===== src/rtl/rv32i_pkg.sv =====
// Shared fetch-path types: FSM state encoding, the buffered {instr, pc} entry and the instruction size.
package rv32i_pkg;

  localparam int unsigned INSTR_BYTES = 4;

  typedef enum logic [1:0] {
    S_REQ  = 2'd0,
    S_WAIT = 2'd1,
    S_DROP = 2'd2
  } fetch_state_t;

  typedef struct packed {
    logic [31:0] instr;
    logic [31:0] pc;
  } fetch_entry_t;

endpackage


===== src/rtl/fetch_buf.sv =====
// Two-entry {instr, pc} FIFO. A push is visible at the head one cycle later.
// Flush wins over push/pop. A push into a full buffer is refused unless it coincides with a pop.
module fetch_buf
  import rv32i_pkg::*;
(
  input  logic         clk,
  input  logic         rst_n,
  input  logic         push_i,
  input  fetch_entry_t push_dat_i,
  input  logic         pop_i,
  input  logic         flush_i,
  output fetch_entry_t head_dat_o,
  output logic [1:0]   count_o
);

  fetch_entry_t mem_q [2];
  logic         wr_ptr_q, wr_ptr_d;
  logic         rd_ptr_q, rd_ptr_d;
  logic [1:0]   count_q, count_d;
  logic         do_push, do_pop;

  assign do_pop  = pop_i && (count_q != 2'd0);
  assign do_push = push_i && ((count_q != 2'd2) || do_pop);

  always_comb begin
    count_d  = count_q;
    wr_ptr_d = wr_ptr_q;
    rd_ptr_d = rd_ptr_q;
    if (flush_i) begin
      count_d  = 2'd0;
      wr_ptr_d = 1'b0;
      rd_ptr_d = 1'b0;
    end else begin
      if (do_push) wr_ptr_d = ~wr_ptr_q;
      if (do_pop)  rd_ptr_d = ~rd_ptr_q;
      if (do_push && !do_pop)      count_d = count_q + 2'd1;
      else if (do_pop && !do_push) count_d = count_q - 2'd1;
    end
  end

  always_ff @(posedge clk or negedge rst_n) begin
    if (!rst_n) begin
      count_q  <= 2'd0;
      wr_ptr_q <= 1'b0;
      rd_ptr_q <= 1'b0;
    end else begin
      count_q  <= count_d;
      wr_ptr_q <= wr_ptr_d;
      rd_ptr_q <= rd_ptr_d;
    end
  end

  // Storage is reset so the head reads as zero while the block is held in reset.
  always_ff @(posedge clk or negedge rst_n) begin
    if (!rst_n) begin
      mem_q[0] <= '0;
      mem_q[1] <= '0;
    end else if (do_push && !flush_i) begin
      mem_q[wr_ptr_q] <= push_dat_i;
    end
  end

  assign head_dat_o = mem_q[rd_ptr_q];
  assign count_o    = count_q;

endmodule


===== src/rtl/ifetch.sv =====
// Instruction fetch: one outstanding imem request, responses buffered 2-deep, 1-cycle response-to-instr_valid.
// Requests stall while the buffer is full; a redirect flushes the buffer and drops any in-flight response.
module ifetch
  import rv32i_pkg::*;
#(
  parameter logic [31:0] RESET_PC = 32'h0000_0000
) (
  input  logic        clk,
  input  logic        rst_n,
  output logic        imem_req_valid,
  input  logic        imem_req_ready,
  output logic [31:0] imem_req_addr,
  input  logic        imem_rsp_valid,
  input  logic [31:0] imem_rsp_data,
  input  logic        redirect_valid,
  input  logic [31:0] redirect_pc,
  output logic        instr_valid,
  input  logic        instr_ready,
  output logic [31:0] instr,
  output logic [31:0] instr_pc
);

  fetch_state_t state_q, state_d;
  logic [31:0]  fetch_pc_q, fetch_pc_d;
  logic [31:0]  inflight_pc_q, inflight_pc_d;
  logic         buf_push;
  fetch_entry_t buf_push_dat;
  fetch_entry_t buf_head;
  logic [1:0]   buf_count;
  logic         req_hs;
  logic         unused_redirect_lsb;

  assign unused_redirect_lsb = ^redirect_pc[1:0];

  // Gated by rst_n so no request is presented while the memory side is also held in reset.
  assign imem_req_valid = rst_n && (state_q == S_REQ) && (buf_count != 2'd2);
  assign imem_req_addr  = fetch_pc_q;
  assign req_hs         = imem_req_valid && imem_req_ready;

  assign buf_push_dat.instr = imem_rsp_data;
  assign buf_push_dat.pc    = inflight_pc_q;

  always_comb begin
    state_d       = state_q;
    fetch_pc_d    = fetch_pc_q;
    inflight_pc_d = inflight_pc_q;
    buf_push      = 1'b0;
    if (redirect_valid) begin
      fetch_pc_d = {redirect_pc[31:2], 2'b00};
      // A request already on the wire (or accepted this cycle) still owes a response that must be swallowed.
      case (state_q)
        S_REQ:   state_d = req_hs ? S_DROP : S_REQ;
        S_WAIT:  state_d = imem_rsp_valid ? S_REQ : S_DROP;
        S_DROP:  state_d = imem_rsp_valid ? S_REQ : S_DROP;
        default: state_d = S_REQ;
      endcase
    end else begin
      case (state_q)
        S_REQ: begin
          if (req_hs) begin
            inflight_pc_d = fetch_pc_q;
            fetch_pc_d    = fetch_pc_q + 32'(INSTR_BYTES);
            state_d       = S_WAIT;
          end
        end
        S_WAIT: begin
          if (imem_rsp_valid) begin
            buf_push = 1'b1;
            state_d  = S_REQ;
          end
        end
        S_DROP: begin
          if (imem_rsp_valid) state_d = S_REQ;
        end
        default: state_d = S_REQ;
      endcase
    end
  end

  always_ff @(posedge clk or negedge rst_n) begin
    if (!rst_n) begin
      state_q       <= S_REQ;
      fetch_pc_q    <= RESET_PC;
      inflight_pc_q <= 32'h0;
    end else begin
      state_q       <= state_d;
      fetch_pc_q    <= fetch_pc_d;
      inflight_pc_q <= inflight_pc_d;
    end
  end

  fetch_buf u_fetch_buf (
    .clk        (clk),
    .rst_n      (rst_n),
    .push_i     (buf_push),
    .push_dat_i (buf_push_dat),
    .pop_i      (instr_valid && instr_ready),
    .flush_i    (redirect_valid),
    .head_dat_o (buf_head),
    .count_o    (buf_count)
  );

  assign instr_valid = (buf_count != 2'd0);
  assign instr       = buf_head.instr;
  assign instr_pc    = buf_head.pc;

endmodule

===== config.mk =====
export PLATFORM = sky130hd
export DESIGN_NAME = ifetch
export DESIGN_NICKNAME = d
export VERILOG_FILES = /design/src/rtl/rv32i_pkg.sv /design/src/rtl/fetch_buf.sv /design/src/rtl/ifetch.sv
export SDC_FILE = /design/constraint.sdc
export NUM_CORES = 1
export LEC_CHECK = 0
export ABC_AREA = 0
export CAP_MARGIN = 20
export CORE_MARGIN = 2
export CORE_UTILIZATION = 30
export DETAILED_ROUTE_END_ITERATION = 7
export GPL_TIMING_DRIVEN = 0
export PLACE_DENSITY = 0.55
export SLEW_MARGIN = 20
export SYNTH_ARGS = -nofsm -noshare
export SYNTH_HDL_FRONTEND = slang
export SYNTH_SLANG_ARGS = --single-unit

===== constraint.sdc =====
create_clock -name clk -period 2.05 [get_ports clk]
set_clock_uncertainty 0.05 [all_clocks]
set_input_delay 0.615 -clock clk [delete_from_list [all_inputs] [get_ports clk]]
set_output_delay 0.615 -clock clk [all_outputs]
set_load 0.01 [all_outputs]

==> flow_summary.toml <==
[setup_path]
path_max_fanout = 7
crit_start = "u_fetch_buf.rd_ptr_q$_DFFE_PN0P_"
cp.arrival_ps = 1730
worstSetupEndpointType = "output pin"
reg2reg_from = "state_q[1]$_DFFE_PN0P_"
worstReg2RegEnd = "u_fetch_buf.mem_q[78]$_DFFE_PN0P_"
critPathLaunchType = "register"
r2r_cells = 11
critical_path_class = "reg2out"
r2r_setup_slack_ps = -240
required_ps = 1380

[clocking]
clock-sinks = 190
cts_hold_buffers = 0
htreeDepth = 4
cts-root-buf = "clkbuf_16"
cts_buffers = 17
clk-insertion-delay-late_ps = 440
cts_max_path_buffers = 2
cts.clk_slew.worst_paths_ps = 80
tritoncts = "done"

[synthesis]
synth-main-ff-cell = "dfrtp_1"
yosysSeqAreaShare_pct = 54.6
synthDistinctLibCells = 45
synth-edff-count = 0
ys.warnings.count = 0
avgSynthCellArea_um2 = 13.0
syn_inst = 671
async_flop_share_pct = 100
synth_largest_area_cell = "dfrtp_1"
synth_seq_cells = 190
synth_area_leaders = "dfrtp_1, mux2_2, nand3_1"
synth_top_area_share_pct = 54.6
syn_area_um2 = 8710

[pwr]
ir_drop_v = 0.000580
power.total_w = 0.0137
internal_power_w = 0.00959
netSwitchingPower_w = 0.00410
leakagePower_nw = 6.11
seq_power_share_pct = 39.3
p_clk_share_pct = 25.0
power.density_nw_per_um2 = 1010
combPwrFrac_pct = 35.7
swShare_pct = 30.0

[place]
dp_slack_ps = -1190
dp_hpwl_um = 15900
io_buffer_count = 161
place_area_um2 = 10900
gp_congestion = 0.810
dp_cells = 1221

[finish]
ff_latch_area_um2 = 4790
nNetsFinal = 1018
design_area_um2 = 13500
layout.cells.non_filler = 1341
fin_util_pct = 47.2
drive_above_1_share_pct = 52.2
fill_cells = 2520
multi_input_comb_area_um2 = 4320
n_antenna_cell = 0
area_growth_pct = 55.2

[die]
die_y_um = 174
die_width_um = 174
num_io_pins = 168
core_area_um2 = 28600
start_util_pct = 30.4
die_area_um2 = 30400
rows = 62

[routing]
vias = 6427
wire_per_inst_um = 19.0
drt_pass1_iterations = 4
routed_wirelength_um = 25400
drc = 0
drt_iter0_drc = 339
detail-route-antenna-nets = 0
avgViaCountPerCell = 4.79

[global_routing]
grt_max_degree = 89
grt_pass1_wl_um = 39200
overflow = 0
track_usage_pct = 16.7
grt_pass1_vias = 6610
antenna_found_initial = 0

[sta]
hold_viol = 0
slew_violations = 0
timing.final.crit_share_pct = 117
fmax_ghz = 0.417
max_slew.worst_pin.slew_ps = 786
max-slew-margin-rel_pct = 47.1
rsz0062_at_grt = "yes"
setup_viol = 159
period_needed_ps = 2400
setup_slack_ps = -346

[outcome]
violations = "setup timing"
outcome = "finished, violations left"

[hold_path]
hold_class = "in2async"

[flow_run]
maxCapViolations = 0
==> timing repair <==
item                                    4_1_cts  5_1_grt
resized for setup                           569       94
cloned                                       11        4
setup buffers                                67       17
endpoints found under the setup margin      271      251
pin swaps                                     8       21
==> kinds of logic (layout without fill, tap and decap cells) <==
group                      count (synthesis)  count (layout)  share of synthesized area [%]
AOI/OAI and AO/OA                         63              63                           4.70
xor gates and xnor gates                   6               6                          0.603
adders and majority gates                  4               4                          0.575
buffers and inverters                     52             335                           2.69
DFF                                      190             190                           54.6
muxes                                    217             217                           28.0
other                                      1               4                         0.0430
and+or+nand+nor                          138             138                           8.78
==> worst max-delay path, stage by stage, from the launching register on <==
cell and delay [ps]:
dfrtp_2 420, buf_12 150, buf_6 130, clkbuf_16 150, mux2_4 320, buf_6 130
==> area by class of cell <==
cell class | instances | area share [%]
Tap cell | 384 | 3.55
Sequential cell | 190 | 35.4
Timing Repair Buffer | 257 | 20.9
Multi-Input combinational cell | 432 | 32.0
Clock inverter | 15 | 1.42
Buffer | 37 | 3.36
Clock buffer | 17 | 3.15
Inverter | 9 | 0.250
==> power by group through the flow <==
stage / sequential [W] / clock, W / combinational, W
detailed placement: 0.00543 / 0 / 0.00381
global route: 0.00553 / 0.00370 / 0.00520
CTS: 0.00537 / 0.00352 / 0.00467
floorplan: 0.00521 / 0 / 0.00200
finish: 0.00539 / 0.00342 / 0.00488
global placement: 0.00541 / 0 / 0.00378
==> placed cells by master (no fill, tap or decap), types with 8 or more instances in the layout <==
cell and instances:
dlygate4sd2_1 27, dfrtp_2 27, or3_1 9, buf_8 10
o21ai_0 14, a31oi_1 12, mux2_2 124, buf_6 78
or4_1 9, dfrtp_1 163, clkdlybuf4s50_1 64, nand3_1 18
mux2_4 92, clkbuf_16 25, nand2_1 23, nor2_1 16
buf_2 8, buf_12 18, nand4_1 9, buf_4 54
nor2b_1 8
==> stage by stage <==
step | hold WS (ps) | TNS (ps)
after floorplan | 269 | -5.67
after global placement | 431 | -2250110
after detailed placement | 438 | -234770
after CTS | 23.1 | -39640
after global routing | 32.3 | -42200
final | 25.7 | -32820
==> sequential cells by signal, summed over array words and instances, names as in the netlist <==
| register | count |
|---|---|
| u_fetch_buf.mem_q | 124 |
| u_fetch_buf.wr_ptr_q | 1 |
| u_fetch_buf.count_o | 2 |
| state_q | 2 |
| u_fetch_buf.rd_ptr_q | 1 |
| imem_req_addr | 30 |
| inflight_pc_q | 30 |
==> how the worst max path moves through the flow <==
stage	to	slack [ps]	cells after the start
after floorplan	imem_req_addr[25]$_DFFE_PN0P_	-6	7
after global placement	u_fetch_buf.mem_q[69]$_DFFE_PN0P_	-8260	1
after detailed placement	instr[28]	-1190	4
after CTS	instr_pc[31]	-350	5
after global routing	instr[26]	-380	5
final	instr_pc[4]	-350	5
==> Yosys cell counts (6+ instances only) <==
library cell,count
a31oi_1,12
buf_1,6
buf_2,9
clkbuf_1,21
dfrtp_1,190
inv_1,9
mux2_2,216
nand2_1,26
nand3_1,20
nand4_1,9
nor2_1,19
nor2b_1,10
o211ai_1,7
o21ai_0,20
o31ai_1,7
or3_1,10
or4_1,13
==> routing by layer <==
metal / part of all wire (%) / global-route usage (%) / vias to the layer above
li1: - / - / 3001
met1: 48 / 23.3 / 3253
met2: 47 / 26.6 / 154
met5: 0 / 0 / -
met4: 1.2 / 4.20 / 0
met3: 3.8 / 3.26 / 19
No activity file was read; power rests on OpenSTA's default activity.
